`config.mk`:
```
export PLATFORM = sky130hd
export DESIGN_NAME = mem_access_unit_flat
export DESIGN_NICKNAME = d
export VERILOG_FILES = /design/src/rtl/mem_access_pkg.sv /design/src/rtl/mem_access_unit_if.sv /design/src/rtl/mem_load_align.sv /design/src/rtl/mem_access_unit.sv /design/src/flat_wrapper.sv
export SDC_FILE = /design/constraint.sdc
export NUM_CORES = 1
export LEC_CHECK = 0
export ABC_AREA = 1
export BUFFER_PORTS_ARGS = -buffer_cell sky130_fd_sc_hd__buf_2
export CAP_MARGIN = 30
export CORE_ASPECT_RATIO = 2
export CORE_MARGIN = 1
export CORE_UTILIZATION = 44
export DETAILED_ROUTE_END_ITERATION = 8
export GPL_TIMING_DRIVEN = 0
export PLACE_DENSITY = 0.85
export RECOVER_POWER = 100
export SLEW_MARGIN = 20
export SYNTH_ARGS = -nofsm -noshare
export SYNTH_HDL_FRONTEND = slang
export SYNTH_SLANG_ARGS = --single-unit
```
`constraint.sdc`:
```
create_clock -name clk -period 1.62 [get_ports clk]
set_clock_uncertainty 0.15 [all_clocks]
set_input_delay 0.081 -clock clk [delete_from_list [all_inputs] [get_ports clk]]
set_output_delay 0.081 -clock clk [all_outputs]
set_load 0.05 [all_outputs]
```
`src/rtl/mem_access_pkg.sv`:
```
// Shared encodings for the MEM-stage data-memory access unit: access sizes,
// controller states, byte-enable patterns and lane helpers.
package mem_access_pkg;

  localparam logic [1:0] SIZE_BYTE = 2'b00;
  localparam logic [1:0] SIZE_HALF = 2'b01;
  localparam logic [1:0] SIZE_WORD = 2'b10;

  localparam logic [3:0] BE_BYTE0   = 4'b0001;
  localparam logic [3:0] BE_HALF_LO = 4'b0011;
  localparam logic [3:0] BE_HALF_HI = 4'b1100;
  localparam logic [3:0] BE_WORD    = 4'b1111;

  typedef enum logic [1:0] {
    ST_IDLE = 2'b00,
    ST_BUSY = 2'b01,
    ST_DONE = 2'b10
  } mau_state_t;

  function automatic logic is_misaligned(input logic [1:0] size, input logic [1:0] off);
    logic mis;
    case (size)
      SIZE_BYTE: mis = 1'b0;
      SIZE_HALF: mis = off[0];
      default:   mis = (off != 2'b00);
    endcase
    return mis;
  endfunction

  function automatic logic [3:0] calc_be(input logic [1:0] size, input logic [1:0] off);
    logic [3:0] be;
    case (size)
      SIZE_BYTE: be = BE_BYTE0 << off;
      SIZE_HALF: be = off[1] ? BE_HALF_HI : BE_HALF_LO;
      SIZE_WORD: be = BE_WORD;
      default:   be = BE_WORD;
    endcase
    return be;
  endfunction

  // Replicate right-justified store data so every enabled lane carries it.
  function automatic logic [31:0] store_lanes(input logic [1:0] size, input logic [31:0] wd);
    logic [31:0] lanes;
    case (size)
      SIZE_BYTE: lanes = {4{wd[7:0]}};
      SIZE_HALF: lanes = {2{wd[15:0]}};
      default:   lanes = wd;
    endcase
    return lanes;
  endfunction

endpackage

```
`src/rtl/mem_access_unit_if.sv`:
```
// Data-memory request/ready bus between the MEM-stage access unit (master)
// and the data memory (slave).
interface mem_access_unit_if;
  logic        dm_req;
  logic        dm_we;
  logic [31:0] dm_addr;
  logic [3:0]  dm_be;
  logic [31:0] dm_wdata;
  logic        dm_ready;
  logic [31:0] dm_rdata;

  modport master (
    output dm_req, dm_we, dm_addr, dm_be, dm_wdata,
    input  dm_ready, dm_rdata
  );

  modport slave (
    input  dm_req, dm_we, dm_addr, dm_be, dm_wdata,
    output dm_ready, dm_rdata
  );
endinterface

```
`src/rtl/mem_load_align.sv`:
```
// Load formatter: picks the addressed byte/half lane out of a read word and
// sign- or zero-extends it; word loads pass through unchanged.
module mem_load_align
  import mem_access_pkg::*;
(
  input  logic [31:0] rdata_i,
  input  logic [1:0]  off_i,
  input  logic [1:0]  size_i,
  input  logic        signed_i,
  output logic [31:0] data_o
);

  logic [7:0]  byte_s;
  logic [15:0] half_s;

  // Lane select followed by extension.
  always_comb begin
    byte_s = 8'h00;
    half_s = 16'h0000;
    data_o = rdata_i;
    case (off_i)
      2'b00:   byte_s = rdata_i[7:0];
      2'b01:   byte_s = rdata_i[15:8];
      2'b10:   byte_s = rdata_i[23:16];
      2'b11:   byte_s = rdata_i[31:24];
      default: byte_s = 8'h00;
    endcase
    if (off_i[1]) begin
      half_s = rdata_i[31:16];
    end else begin
      half_s = rdata_i[15:0];
    end
    case (size_i)
      SIZE_BYTE: data_o = {{24{signed_i & byte_s[7]}}, byte_s};
      SIZE_HALF: data_o = {{16{signed_i & half_s[15]}}, half_s};
      default:   data_o = rdata_i;
    endcase
  end

endmodule

```
`src/rtl/mem_access_unit.sv`:
```
// MEM-stage data-memory access controller: turns EX/MEM load/store controls
// into one req/ready bus transaction, stalling upstream until it completes.
module mem_access_unit
  import mem_access_pkg::*;
#(
  parameter int unsigned TIMEOUT = 16,
  parameter int unsigned CNT_W   = 5
) (
  input  logic              clk,
  input  logic              rst,
  input  logic              MEM_MemRead,
  input  logic              MEM_MemWrite,
  input  logic [1:0]        MEM_MemSize,
  input  logic              MEM_MemSigned,
  input  logic [31:0]       MEM_aluResult,
  input  logic [31:0]       MEM_writeData,
  mem_access_unit_if.master dm,
  output logic [31:0]       MEM_dmOut,
  output logic              mem_stall,
  output logic              mem_misalign,
  output logic              mem_buserr
);

  localparam logic             TO_EN   = (TIMEOUT != 32'd0);
  localparam logic [CNT_W-1:0] TO_LAST = CNT_W'(TIMEOUT - 32'd1);

  mau_state_t       state_q, state_d;
  logic [CNT_W-1:0] cnt_q, cnt_d;
  logic             req_q, req_d;
  logic             we_q, we_d;
  logic [31:0]      addr_q, addr_d;
  logic [3:0]       be_q, be_d;
  logic [31:0]      wdata_q, wdata_d;
  logic [1:0]       off_q, off_d;
  logic [1:0]       size_q, size_d;
  logic             sgn_q, sgn_d;
  logic [31:0]      dmout_q, dmout_d;
  logic             misalign_q, misalign_d;
  logic             buserr_q, buserr_d;

  logic             access_s;
  logic             misalign_s;
  logic [31:0]      load_fmt_s;

  assign access_s   = MEM_MemRead | MEM_MemWrite;
  assign misalign_s = is_misaligned(MEM_MemSize, MEM_aluResult[1:0]);

  // Formatting uses the latched lane/size so BUSY-time input changes are ignored.
  mem_load_align u_load_align (
    .rdata_i  (dm.dm_rdata),
    .off_i    (off_q),
    .size_i   (size_q),
    .signed_i (sgn_q),
    .data_o   (load_fmt_s)
  );

  // Next-state and registered-output computation.
  always_comb begin
    state_d    = state_q;
    cnt_d      = cnt_q;
    req_d      = req_q;
    we_d       = we_q;
    addr_d     = addr_q;
    be_d       = be_q;
    wdata_d    = wdata_q;
    off_d      = off_q;
    size_d     = size_q;
    sgn_d      = sgn_q;
    dmout_d    = dmout_q;
    misalign_d = 1'b0;
    buserr_d   = 1'b0;
    case (state_q)
      ST_IDLE: begin
        if (access_s && misalign_s) begin
          misalign_d = 1'b1;
          dmout_d    = 32'h0000_0000;
        end else if (access_s) begin
          req_d   = 1'b1;
          we_d    = MEM_MemWrite;
          addr_d  = {MEM_aluResult[31:2], 2'b00};
          be_d    = calc_be(MEM_MemSize, MEM_aluResult[1:0]);
          wdata_d = store_lanes(MEM_MemSize, MEM_writeData);
          off_d   = MEM_aluResult[1:0];
          size_d  = MEM_MemSize;
          sgn_d   = MEM_MemSigned;
          cnt_d   = {CNT_W{1'b0}};
          state_d = ST_BUSY;
        end else begin
          state_d = ST_IDLE;
        end
      end
      ST_BUSY: begin
        if (dm.dm_ready) begin
          req_d   = 1'b0;
          state_d = ST_DONE;
          if (!we_q) begin
            dmout_d = load_fmt_s;
          end else begin
            dmout_d = dmout_q;
          end
        end else if (TO_EN && (cnt_q == TO_LAST)) begin
          cnt_d    = cnt_q + CNT_W'(1);
          req_d    = 1'b0;
          dmout_d  = 32'h0000_0000;
          buserr_d = 1'b1;
          state_d  = ST_DONE;
        end else begin
          cnt_d = cnt_q + CNT_W'(1);
        end
      end
      ST_DONE: begin
        cnt_d   = {CNT_W{1'b0}};
        state_d = ST_IDLE;
      end
      default: begin
        req_d   = 1'b0;
        cnt_d   = {CNT_W{1'b0}};
        state_d = ST_IDLE;
      end
    endcase
  end

  // State and output registers; reset drops any transaction in flight.
  always_ff @(posedge clk or negedge rst) begin
    if (!rst) begin
      state_q    <= ST_IDLE;
      cnt_q      <= {CNT_W{1'b0}};
      req_q      <= 1'b0;
      we_q       <= 1'b0;
      addr_q     <= 32'h0000_0000;
      be_q       <= 4'b0000;
      wdata_q    <= 32'h0000_0000;
      off_q      <= 2'b00;
      size_q     <= 2'b00;
      sgn_q      <= 1'b0;
      dmout_q    <= 32'h0000_0000;
      misalign_q <= 1'b0;
      buserr_q   <= 1'b0;
    end else begin
      state_q    <= state_d;
      cnt_q      <= cnt_d;
      req_q      <= req_d;
      we_q       <= we_d;
      addr_q     <= addr_d;
      be_q       <= be_d;
      wdata_q    <= wdata_d;
      off_q      <= off_d;
      size_q     <= size_d;
      sgn_q      <= sgn_d;
      dmout_q    <= dmout_d;
      misalign_q <= misalign_d;
      buserr_q   <= buserr_d;
    end
  end

  assign dm.dm_req    = req_q;
  assign dm.dm_we     = we_q;
  assign dm.dm_addr   = addr_q;
  assign dm.dm_be     = be_q;
  assign dm.dm_wdata  = wdata_q;
  assign MEM_dmOut    = dmout_q;
  assign mem_misalign = misalign_q;
  assign mem_buserr   = buserr_q;

  // Stall is 0 in DONE so the pipeline advances exactly once per access.
  assign mem_stall = ((state_q == ST_IDLE) & access_s & ~misalign_s) | (state_q == ST_BUSY);

endmodule

```
`src/flat_wrapper.sv`:
```
// flat-port wrapper written by rule: the top's interface ports become plain ports
module mem_access_unit_flat import mem_access_pkg::*;
#(
  parameter int unsigned TIMEOUT = 16,
  parameter int unsigned CNT_W   = 5
)
  (clk, rst, MEM_MemRead, MEM_MemWrite, MEM_MemSize, MEM_MemSigned, MEM_aluResult, MEM_writeData, MEM_dmOut, mem_stall, mem_misalign, mem_buserr, dm_dm_req, dm_dm_we, dm_dm_addr, dm_dm_be, dm_dm_wdata, dm_dm_ready, dm_dm_rdata);
  mem_access_unit_if dm_i ();
  input  logic clk;
  input  logic rst;
  input  logic MEM_MemRead;
  input  logic MEM_MemWrite;
  input  logic [1:0] MEM_MemSize;
  input  logic MEM_MemSigned;
  input  logic [31:0] MEM_aluResult;
  input  logic [31:0] MEM_writeData;
  output logic [31:0] MEM_dmOut;
  output logic mem_stall;
  output logic mem_misalign;
  output logic mem_buserr;
  output wire logic [$bits(dm_i.dm_req)-1:0] dm_dm_req;
  output wire logic [$bits(dm_i.dm_we)-1:0] dm_dm_we;
  output wire logic [$bits(dm_i.dm_addr)-1:0] dm_dm_addr;
  output wire logic [$bits(dm_i.dm_be)-1:0] dm_dm_be;
  output wire logic [$bits(dm_i.dm_wdata)-1:0] dm_dm_wdata;
  input wire logic [$bits(dm_i.dm_ready)-1:0] dm_dm_ready;
  input wire logic [$bits(dm_i.dm_rdata)-1:0] dm_dm_rdata;
  assign dm_dm_req = dm_i.dm_req;
  assign dm_dm_we = dm_i.dm_we;
  assign dm_dm_addr = dm_i.dm_addr;
  assign dm_dm_be = dm_i.dm_be;
  assign dm_dm_wdata = dm_i.dm_wdata;
  assign dm_i.dm_ready = dm_dm_ready;
  assign dm_i.dm_rdata = dm_dm_rdata;
  mem_access_unit #(.TIMEOUT(TIMEOUT), .CNT_W(CNT_W)) u_core (.clk(clk), .rst(rst), .MEM_MemRead(MEM_MemRead), .MEM_MemWrite(MEM_MemWrite), .MEM_MemSize(MEM_MemSize), .MEM_MemSigned(MEM_MemSigned), .MEM_aluResult(MEM_aluResult), .MEM_writeData(MEM_writeData), .dm(dm_i), .MEM_dmOut(MEM_dmOut), .mem_stall(mem_stall), .mem_misalign(mem_misalign), .mem_buserr(mem_buserr));
endmodule
```
* Word-level counts from Yosys, hierarchy flattened
Cells that the tools add are included.
** Word-level totals
- Flip-flop bits (word level) :: 114
- Input port bits :: 104
- Output and inout port bits :: 105
** Cells by class
- $add $sub $neg :: 1
- Equality and inequality tests :: 14
- Shift-type cells :: 1
- Multiplexer cells :: 31
- Bitwise gates (word level) :: 9
- Reduce and logical (&&, ||, !) cells :: 12
** Operators by type and width (number)
- 32-bit one-hot mux with 2 select lines :: 3
- 32-bit two-way mux :: 4
- 8-bit one-hot mux with 4 select lines :: 1
- 16-bit two-way mux :: 1
- 5-bit two-way mux :: 3
- 1-bit two-way mux :: 10
- 5-bit one-hot mux with 2 select lines :: 1
- 2-bit by 1-bit == test with 1-bit output (second input constant) :: 4
- 2-bit zero test :: 4
- 4-bit one-hot mux with 2 select lines :: 1
- 4-bit AND reduction :: 2
- 2-bit == test (second input constant) :: 3
- 2-bit two-way mux :: 3
- 3-bit AND reduction :: 2
- 5-bit by 1-bit adder with 5-bit output (second input constant) :: 1
- 5-bit by 4-bit == test with 1-bit output (second input constant) :: 1
- 1-bit bitwise AND :: 4
- 4-bit two-way mux :: 1
- 2-bit by 1-bit != test with 1-bit output (second input constant) :: 2
- 2-bit != test (second input constant) :: 2
- 2-bit one-hot mux with 2 select lines :: 1
- 2-bit nonzero test :: 2
- 1-bit by 2-bit << shifter with 4-bit output (first input constant) :: 1
- 3-bit by 2-bit != test with 1-bit output (second input constant) :: 1
- 7 further kinds :: 10

* Depth between registers and ports, before layout
Gate-level depths: netlist of run 1.
- Depth after elaboration :: 7
- Gate-level depth with buffers :: 11
- Depth with buffers taken out :: 10

* Hierarchy
A second synthesis of run 1 with hierarchy kept.
** Unflattened totals
- Cell total of the unflattened synthesis :: 834
- Area, all modules :: 6144.6 sq um
** By module, submodules not included
- mem_access_unit :: instances 1, cells each 666, area an instance 5256.3 sq um
- mem_load_align :: instances 1, cells each 168, area an instance 888.4 sq um

* Worst setup path after synthesis of run 1
OpenSTA, ideal clock, no wires.
- Kind :: reg-to-reg
- From :: reg u_core.cnt_q[0]
- To :: reg u_core.dmout_q[0] (netlist: u_core.MEM_dmOut[0])
- Arrival :: 1531 ps
- Path slack :: -127 ps
- Cell stages (with the launch flop) :: 11
- Clock period less this slack :: 1747 ps
- Cell sequence :: dfrtp_1 -> ha_1 -> nand2_1 -> nor2_1 -> ha_1 -> inv_1 -> nand2_1 -> nand4_1 -> buf_2 -> nand2_1 -> nand2_1
** Between the ends
- Word-level cells in the longest chain between the ends :: 3
** RTL lines
- start, declared :: line mem_access_unit.sv:28 : logic [CNT_W-1:0] cnt_q, cnt_d;
- start signal, assigned :: line mem_access_unit.sv:127 : cnt_q <= {CNT_W{1'b0}};
- start signal, assigned :: line mem_access_unit.sv:141 : cnt_q <= cnt_d;
- 5-bit by 4-bit == test with 1-bit output :: line mem_access_unit.sv:101 : end else if (TO_EN && (cnt_q == TO_LAST)) begin
- 3-bit by 2-bit != test with 1-bit output (no line)
- 4-bit AND reduction (no line)
- end signal, assigned :: line mem_access_unit.sv:150 : dmout_q <= dmout_d;
- end, declared :: line mem_access_unit.sv:37 : logic [31:0] dmout_q, dmout_d;
Every way passes these cells.
A chain may end at the register's enable or synchronous reset.

* Worst setup path after layout of run 1
- From :: reg u_core.cnt_q[0]
- To :: reg u_core.dmout_q[22] (netlist: u_core.MEM_dmOut[22])
Same word-level chain as after synthesis.

==> results.md, run 1 <==
* Sequential share of the synthesized area at 52.95%
* Clk root buf: clkbuf_16
* Routed WL at 24.59 mm
* Vias in the first global route at 6,804
* Pin count of the biggest net entering global routing at 81
* Power Density at 2176 mW/mm^2
* Share of layout cells above drive strength 1 at 39.85%
* H-tree levels at 4
* Deepest clock path buffer count at 2
* Initial Utilization at 45.50%
* Crit Path Max Fanout at 10
* Synth unique cells at 28
* Ys flop type: dfrtp_1
* Die area at 0.01272 mm^2
* Mapped Area at 0.005388 mm^2
* # setup viols final at 107
* Fillers at 646
* Met3 Use GR at 9.971%
* Core Rows at 56
* GRT met2 Usage at 61.62%
* TritonCTS clock tree: done
* DRT iter0 DRCs at 550
* Non-filler cells, final at 1,240
* Tmin final at 1.977 ns
* DRT Pass-1 Iters at 5
* Synth Register Bits at 114
* Peak VDD IR at 1524 uV
* TritonCTS buffer count at 17
* Clock Latency Late Sink at 0.41 ns
* Setup ws final at -0.3573 ns
* Multi-input logic area at 0.002920 mm^2
* Post-Place Cells at 1,063
* Final Instance Area at 0.009696 mm^2
* Worst reg2reg setup slack at -0.36 ns
* Die Width at 80.25 um
* Area after DPL at 0.006656 mm^2
* Worst-Margin Slew at 0.8782 ns
* # DRC at 0
* Worst min path class: in -> reg
* Antenna violations before repair at 1
* Async SR Flop Fraction at 100.0%
* Total track usage at 35.12%
* Crit-path cells: ha_2 -> nand2_2 -> nor2_2 -> ha_2 -> inv_2 -> nand2_4 -> nand4_4 -> buf_6 -> nor2_1 -> nand2_1 -> nand2_1
* Slew Limit Fails at 0
* Hold Fails Final Rpt at 0
* Fmax at 0.5058 GHz
* RSZ-0062 raised after global routing: true
* GRT Max-Usage Layer: met2
* Clk slew on worst S/H paths at 0.06 ns
* Buffers and inverters on the worst path at 2
* Vias per cell at 5.459
* Overflow after GRT at 0
* Synth area leader: dfrtp_1
* Period utilization at 122.1%
* Crit Path Category: reg -> reg
* Synth top area cells: dfrtp_1, nand2_1, nor2_1, a21oi_1, o21ai_0
* Register area at 0.002853 mm^2
* Util after Layout at 81.88%
* Vias at 6,769
* Post-Synthesis Cells at 710
* Req. time, crit path at 1.82 ns
* Slew HR at 41.45%
* Area growth syn-to-layout at 79.96%
* Leakage at 5.055 nW
* Slowest-stage cell, CP: dfrtp_1
* Commonest cells in the netlist: nand2_1, dfrtp_1, nor2_1, a21oi_1, inv_1
* Critical Path Start Type: flip-flop
* Syn Area/Cell at 7.588 um^2
* Max cap viols at 0
* Core area at 0.01184 mm^2
* Clock sink total at 114
* Die Span Y at 158.5 um
* Worst Setup End Kind: flip-flop
* Crit-path leading delay family: simple AND/OR/NAND/NOR gates
* Violated checks: negative setup slack
* I/O pins at 209
* Worst path max stage delay at 0.38 ns
* Post-synth EDFFs at 0
* Global placement routability congestion at 0.9539
* Final #Nets at 1,187
* Routed Antenna Nets at 0
* Most numerous cell in the Yosys netlist: nand2_1
* Ys Warns at 0
* Area share of the largest cell type after synthesis at 52.95%
* Number of port buffers at 206
* Arrival time at the worst endpoint at 2.17 ns
* Status: finished with violations
* Global-route wire length before repair at 33.27 mm
* GRT met1 Usage at 33.49%
* HPWL after DPL at 12.22 mm
* Wirelength per Cell at 19.83 um
==> final timing paths <==
path,cells past startpoint,end,startpoint
worst max-delay path,11,u_core.MEM_dmOut[22],u_core.cnt_q[0]
worst max register to register,11,u_core.MEM_dmOut[22],u_core.cnt_q[0]
max in group asynchronous,4,u_core.dm.dm_addr[2],rst
min in group asynchronous,3,u_core.cnt_q[2],rst
worst min register to register,2,u_core.MEM_dmOut[26],u_core.MEM_dmOut[26]
worst min-delay path,5,u_core.dm.dm_wdata[26],MEM_MemSize[0]
==> flip-flops by register name, summed over array words and instances (netlist names) <==
name / count
u_core.dm.dm_req: 1
u_core.dm.dm_addr: 30
u_core.mem_buserr: 1
u_core.size_q: 2
u_core.cnt_q: 5
u_core.MEM_dmOut: 32
u_core.dm.dm_wdata: 32
u_core.dm.dm_be: 4
u_core.mem_misalign: 1
u_core.dm.dm_we: 1
u_core.sgn_q: 1
u_core.off_q: 2
u_core.state_q: 2
==> timing repair <==
action,4_1_cts,5_1_grt
buffers inserted,16,12
cloned,5,9
hold endpoints to repair,221,3
gates resized for setup,97,197
endpoints found under the setup margin,83,166
hold buffers,107,2
pin swaps,15,36
==> layout make-up <==
cell class,count,area share [%]
clock buffer,18,4.530
antenna,1,0.02581
clock inverter,14,1.858
inverter,37,1.523
sequential,114,29.42
buffer,31,3.226
timing repair buffer,353,27.42
multi-input combinational,527,30.12
tap,145,1.871
==> per-stage QoR <==
step	total power, mW	setup slack [ns]	hold slack [ns]	TNS, ns
floorplan	11.69	-0.1110	-0.3646	-3.010
global placement	13.94	-1.049	0.1228	-132.56
finish	21.10	-0.3573	0.1017	-17.73
global route	21.94	-0.3971	0.1307	-27.30
CTS	19.21	-0.2317	0.01748	-7.610
detailed placement	14.11	-0.5227	-0.1596	-17.10
==> where the power goes <==
group | leakage, nW | switching (mW) | internal [mW]
logic | 3.33 | 8.57 | 3.50
clock network | 0.286 | 1.47 | 2.48
registers | 1.44 | 0.978 | 4.10
total | 5.05 | 11.0 | 10.1
==> cell usage in the layout (no fill, tap or decap), types with 13 or more instances in the layout <==
cell type and instances:
dlygate4sd3_1 106, nor2_1 69, nand2_2 71, inv_1 27
a21oi_1 25, a21oi_2 13, clkbuf_2 55, buf_6 13
dfrtp_1 114, buf_2 107, o21ai_0 17, nor2_2 14
nand3_1 16, nand2_1 206, clkbuf_16 27, clkbuf_1 50
buf_4 20, nand2_4 35
==> worst min-delay path: stages <==
cell	delay [ns]
buf_2	0.12
nand2_1	0.07
inv_1	0.16
nand2_1	0.11
a31oi_1	0.08
==> layer usage <==
| metal | share of wire [%] | routed length [um] |
|---|---|---|
| met1 | 31 | 7657 |
| met2 | 53 | 13090 |
| met3 | 7.6 | 1857 |
| met4 | 8.1 | 1981 |
| met5 | 0 | 0 |
==> kinds of logic (layout without fill, tap and decap cells) <==
kind of cell	after synthesis	after routing	synth area share [%]
adders and majority gates	2	2	0.4644
and+or+nand+nor	433	433	31.70
buffers and inverters	70	453	5.806
DFF	114	114	52.95
AOI/OAI and AO/OA	90	90	9.011
other	1	3	0.06960
(Power assumes the default switching activity.)
==> inputs of run 2 (changes only) <==
--- a/config.mk
+++ b/config.mk
@@ -8,7 +8,7 @@
 export ABC_AREA = 1
 export BUFFER_PORTS_ARGS = -buffer_cell sky130_fd_sc_hd__buf_2
 export CAP_MARGIN = 30
-export CORE_ASPECT_RATIO = 2
+export CORE_ASPECT_RATIO = 1.1
 export CORE_MARGIN = 1
 export CORE_UTILIZATION = 44
 export DETAILED_ROUTE_END_ITERATION = 8
==> run 2 against run 1 <==
Effect of this change:
- the run still ends with negative setup slack left
- critical path depth unchanged
- highest routed layer unchanged
- final cell count decreased by 1.0%
- critical endpoint is now u_core.MEM_dmOut[18]
- first-iteration DRC count increased by 0.55%
- clock power decreased by 4%
- sequential share of layout area increased by 3.1 points
- critical path type unchanged
- hold slack got worse by 0.057 ns
- largest cell class is now sequential cells
- core utilization decreased by 8.8 points
==> results.md, run 2 (synthesis results as in run 1) <==
* Hold Path Stages at 5
* Routed WL at 20.06 mm
* Vias per cell at 5.199
* Hold endpoint: u_core.mem_misalign
* Worst min path class: in -> reg
* RR Endpoint: u_core.MEM_dmOut[18]
* Violated checks: negative setup slack
* Max cap viols at 0
* Crit Path Max Fanout at 10
* Clock sink total at 114
* Min-Delay Startpoint: MEM_MemRead
* Crit Path Category: reg -> reg
* Share of layout cells above drive strength 1 at 26.68%
* Area growth syn-to-layout at 62.59%
* Core area at 0.01198 mm^2
* Req. time, crit path at 1.77 ns
* Peak VDD IR at 1513 uV
* I/O pins at 209
* Die Span Y at 118.1 um
* Commonest non-fill, non-tap cell in the layout: nand2_1
* # DRC at 0
* Antenna violations before repair at 1
* Final Instance Area at 0.008760 mm^2
* Setup WS pre-CTS at -0.5160 ns
* Core Rows at 42
* RR Startpoint: u_core.cnt_q[0]
* H-tree levels at 4
* Overflow after GRT at 0
* Arrival time at the worst endpoint at 1.96 ns
* Clk root buf: clkbuf_16
* Global-route wire length before repair at 30.33 mm
* Clk slew on worst S/H paths at 0.05 ns
* Die Width at 107.5 um
* Hold Fails Final Rpt at 0
* Worst-Margin Slew at 1.158 ns
* Total negative slack at -5.607 ns
* RSZ-0062 raised after global routing: true
* DRT Pass-1 Iters at 5
* Critical Path Start Type: flip-flop
* Routed Antenna Nets at 0
* Pin count of the biggest net entering global routing at 66
* Wirelength per Cell at 16.35 um
* HPWL after DPL at 11.33 mm
* Setup ws final at -0.1923 ns
* Clock Latency Late Sink at 0.41 ns
* Worst reg2reg setup slack at -0.19 ns
* # setup viols final at 40
* Commonest cells after routing, fill and taps aside: nand2_1, dfrtp_1, buf_2
* Leakage at 4.589 nW
* Tmin final at 1.812 ns
* Fillers at 848
* Deepest clock path buffer count at 2
* Slew HR at 22.80%
* Status: finished with violations
* Global placement routability congestion at 0.8915
* Slew Limit Fails at 0
* Vias at 6,379
* Fmax at 0.5518 GHz
* TritonCTS buffer count at 17
* Initial Utilization at 44.97%
* Area after DPL at 0.006668 mm^2
* TritonCTS clock tree: done
* Total track usage at 31.12%
* DRT iter0 DRCs at 553
* Vias in the first global route at 6,270
* Worst Setup End Kind: flip-flop
* Number of port buffers at 206
* Die area at 0.01269 mm^2
* R2R cell count at 11
* Period utilization at 111.9%
* Final #Nets at 1,165
* Power Density at 2176 mW/mm^2
run 2: area by class of cell:
| class | instances | area [um^2] | area share (%) |
|---|---|---|---|
| Sequential cell | 114 | 2853 | 32.57 |
| Multi-Input combinational cell | 527 | 2385 | 27.22 |
| Timing Repair Buffer | 329 | 2272 | 25.94 |
| Clock buffer | 22 | 464.2 | 5.299 |
| Buffer | 33 | 302.8 | 3.457 |
| Tap cell | 154 | 192.7 | 2.200 |
| Inverter | 37 | 155.1 | 1.771 |
| Clock inverter | 10 | 132.6 | 1.514 |
| Antenna cell | 1 | 2.502 | 0.02857 |
run 2: power by group:
group | leakage, nW | internal (mW) | total [mW] | switching (mW)
clock network | 0.298 | 2.49 | 3.80 | 1.31
logic | 2.85 | 2.66 | 10.3 | 7.65
registers | 1.44 | 4.11 | 4.96 | 0.854
run 2: critical path, stage by stage, from the launching register on:
cell and delay, ns:
dfrtp_1 0.36, ha_2 0.19, nand2_2 0.06, nor2_1 0.11
ha_2 0.18, inv_2 0.05, nand2_4 0.08, nand4_1 0.09
buf_6 0.16, buf_6 0.14, nand2_1 0.07, nand2_1 0.06
run 2: repair_timing:
item	CTS	global route
gates resized for setup	47	62
pin swaps	11	11
hold buffers	105	2
setup endpoints to repair	81	109
endpoints found under the hold margin	222	3
buffers inserted	8	4
cloned	1	4
run 2: routing by layer:
metal | vias to the layer above | wire (um) | part of all wire [%] | GRT usage, %
li1 | 2931 | - | - | -
met2 | 404 | 10050 | 50 | 53.29
met4 | 0 | 911 | 4.5 | 16.70
met1 | 2959 | 7457 | 37 | 35.47
met3 | 85 | 1648 | 8.2 | 7.309
met5 | - | 0 | 0 | 0
run 2: worst max-delay path by stage:
stage	start	endpoint	slack, ns	depth (start not counted)
3_5_place_dp	u_core.cnt_q[0]	u_core.MEM_dmOut[21]	-0.52	10
5_1_grt	u_core.cnt_q[0]	u_core.MEM_dmOut[19]	-0.30	11
4_1_cts	u_core.cnt_q[0]	u_core.MEM_dmOut[3]	-0.19	11
6_report	u_core.cnt_q[0]	u_core.MEM_dmOut[18]	-0.19	11
3_3_place_gp	rst	u_core.dm.dm_addr[12]	-1.05	1
2_1_floorplan	u_core.cnt_q[0]	u_core.MEM_dmOut[0]	-0.11	10
run 2: per-stage QoR:
step           power, mW  util (%)  hold WS, ns  cells
2_1_floorplan      11.69         -      -0.3646    711
3_3_place_gp       13.87     55.37       0.1240   1071
3_5_place_dp       14.05     55.65     -0.08945   1072
4_1_cts            18.53     71.47    -0.001754   1218
5_1_grt            19.93     73.11      0.07587   1227
6_report           19.06     73.11      0.04445   1227
==> inputs of run 3 (changes only) <==
--- a/config.mk
+++ b/config.mk
@@ -10,10 +10,11 @@
 export CAP_MARGIN = 30
 export CORE_ASPECT_RATIO = 1.1
 export CORE_MARGIN = 1
-export CORE_UTILIZATION = 44
+export CORE_UTILIZATION = 25
 export DETAILED_ROUTE_END_ITERATION = 8
+export GPL_ROUTABILITY_DRIVEN = 0
 export GPL_TIMING_DRIVEN = 0
-export PLACE_DENSITY = 0.85
+export PLACE_DENSITY = 0.57
 export RECOVER_POWER = 100
 export SLEW_MARGIN = 20
 export SYNTH_ARGS = -nofsm -noshare
==> run 3 against run 2 <==
Effect of this change:
- the run still ends with negative setup slack left
- wire length is 3.3% lower
- critical path depth stayed put
- via count is 7.1% lower
- worst setup slack worse by 0.059 ns
- register-to-register slack worse by 0.06 ns
- sequential power is 2% lower
- critical path type unchanged
- largest power group unchanged
==> results.md, run 3 (synthesis results as in run 1) <==
* Slew Limit Fails at 0
* Total negative slack at -6.494 ns
* Number of port buffers at 206
* Commonest non-fill, non-tap cell in the layout: nand2_1
* Slowest-stage cell, CP: dfrtp_1
* Tmin final at 1.871 ns
* Wirelength per Cell at 14.25 um
* Antenna violations before repair at 0
* Commonest cells after routing, fill and taps aside: nand2_1, dfrtp_1, buf_2
* Peak VDD IR at 1130 uV
* # DRC at 0
* TritonCTS buffer count at 17
* Leakage at 4.694 nW
* Logic pwr share at 53.3%
* Final #Nets at 1,169
* R2R cell count at 11
* Levels on crit path at 11
* TritonCTS clock tree: done
* Req. time, crit path at 1.77 ns
* Util after Layout at 43.85%
* Vias at 5,923
* Buffers and inverters on the worst path at 3
* Vias per cell at 4.352
* Worst Setup End Kind: flip-flop
* HPWL after DPL at 12.94 mm
* Core Rows at 55
* Hold_ws at 0.06744 ns
* Critical Path Start Type: flip-flop
* RSZ-0062 raised after global routing: true
* Pin count of the biggest net entering global routing at 72
* Clock sink total at 114
* Fmax at 0.5344 GHz
* Deepest clock path buffer count at 2
* # setup viols final at 39
* Crit-path leading delay family: simple AND/OR/NAND/NOR gates
* Die area at 0.02214 mm^2
* Vias in the first global route at 5,832
* Clk pwr share at 21.7%
* Net Sw Power at 9.834 mW
* Share of layout cells above drive strength 1 at 30.11%
* Crit path from: u_core.cnt_q[0]
* Power Density at 2131 mW/mm^2
* Clock Latency Late Sink at 0.41 ns
* Max cap viols at 0
* Setup WS pre-CTS at -0.5829 ns
* Worst reg2reg setup slack at -0.25 ns
* Arrival time at the worst endpoint at 2.02 ns
* Slew HR at 21.63%
* Setup ws final at -0.2514 ns
* Cell Int Power at 9.648 mW
* Overflow after GRT at 0
* Sequential share of power at 25.0%
* Worst-Margin Slew at 1.176 ns
* Worst path max stage delay at 0.38 ns
* Status: finished with violations
* Crit Path Max Fanout at 7
* RR Startpoint: u_core.cnt_q[0]
* Die Width at 142.0 um
* RR Endpoint: u_core.MEM_dmOut[1]
* Crit-path cells: ha_2 -> nand2_2 -> nor2_2 -> ha_2 -> inv_2 -> nand2_4 -> nand4_1 -> buf_6 -> clkinvlp_4 -> nand2_1 -> nand2_1
* Area growth syn-to-layout at 69.69%
* Global-route wire length before repair at 30.35 mm
* H-tree levels at 4
* Hold Fails Final Rpt at 0
* Core area at 0.02085 mm^2
* I/O pins at 209
* Total track usage at 17.77%
* Period utilization at 115.5%
* Worst min path class: in -> reg
* Routed Antenna Nets at 0
* DRT Pass-1 Iters at 5
* Die Span Y at 156.0 um
* Crit Path Category: reg -> reg
* Sw Share at 50.48%
* Clk slew on worst S/H paths at 0.06 ns
* Violated checks: negative setup slack
* Worst setup path endpoint: u_core.MEM_dmOut[1]
* Routed WL at 19.40 mm
* N_diodes at 0
* DRT iter0 DRCs at 286
* Initial Utilization at 25.84%
* Clk root buf: clkbuf_16
==> run 3: layout make-up <==
type | count | area [um^2]
repair buffers | 334 | 2375
inverters | 37 | 151.4
clock buffers | 18 | 429.2
fillers | 2086 | 11710
multi-input cells | 527 | 2451
plain buffers | 32 | 300.3
flip-flops and latches | 114 | 2853
clock inverters | 14 | 226.5
well taps | 285 | 356.6
==> run 3: what timing repair did <==
| item | CTS | global route |
|---|---|---|
| setup endpoints to repair | 96 | 109 |
| resized for setup | 56 | 89 |
| hold endpoints to repair | 221 | 4 |
| gates cloned | 3 | 4 |
| pin swaps | 15 | 21 |
| hold buffers | 105 | 1 |
| buffers inserted | 10 | 6 |
==> run 3: layer usage <==
| layer | track usage [%] | wire length [um] |
|---|---|---|
| met1 | 22.40 | 8501 |
| met2 | 29.58 | 9298 |
| met3 | 4.481 | 1301 |
| met4 | 5.786 | 295 |
| met5 | 0 | 0 |
==> run 3: power by group through the flow <==
| stage | clock network, mW | registers (mW) | logic, mW |
|---|---|---|---|
| after floorplan | 0 | 8.86 | 2.83 |
| after global placement | 0 | 4.83 | 9.29 |
| after detailed placement | 0 | 4.83 | 9.36 |
| after CTS | 4.30 | 4.82 | 10.1 |
| after global routing | 4.44 | 5.03 | 11.2 |
| final | 4.22 | 4.87 | 10.4 |
==> run 3: how the worst min path moves through the flow <==
stage	from	depth (start not counted)	to	slack (ns)
2_1_floorplan	rst	0	u_core.MEM_dmOut[0]	-0.36
3_3_place_gp	MEM_aluResult[30]	3	u_core.dm.dm_addr[30]	0.13
3_5_place_dp	rst	1	u_core.MEM_dmOut[18]	-0.12
4_1_cts	rst	2	u_core.MEM_dmOut[18]	0.007
5_1_grt	MEM_aluResult[1]	7	u_core.state_q[0]	0.09
6_report	MEM_aluResult[1]	7	u_core.dm.dm_req	0.07
==> run 3: worst reg2reg max path: stages (launching register included) <==
cell and delay (ns):
dfrtp_1 0.38, ha_2 0.19, nand2_2 0.08, nor2_2 0.04, ha_2 0.16, inv_2 0.07
nand2_4 0.07, nand4_1 0.11, buf_6 0.16, clkinvlp_4 0.19, nand2_1 0.11, nand2_1 0.05
==> run 3: metrics by stage <==
step / instances / power [mW] / cell area (um^2)
2_1_floorplan: 711 / 11.69 / 5410
3_3_place_gp: 1202 / 14.12 / 6798
3_5_place_dp: 1203 / 14.19 / 6832
4_1_cts: 1353 / 19.23 / 8865
5_1_grt: 1361 / 20.64 / 9143
6_report: 1361 / 19.48 / 9143
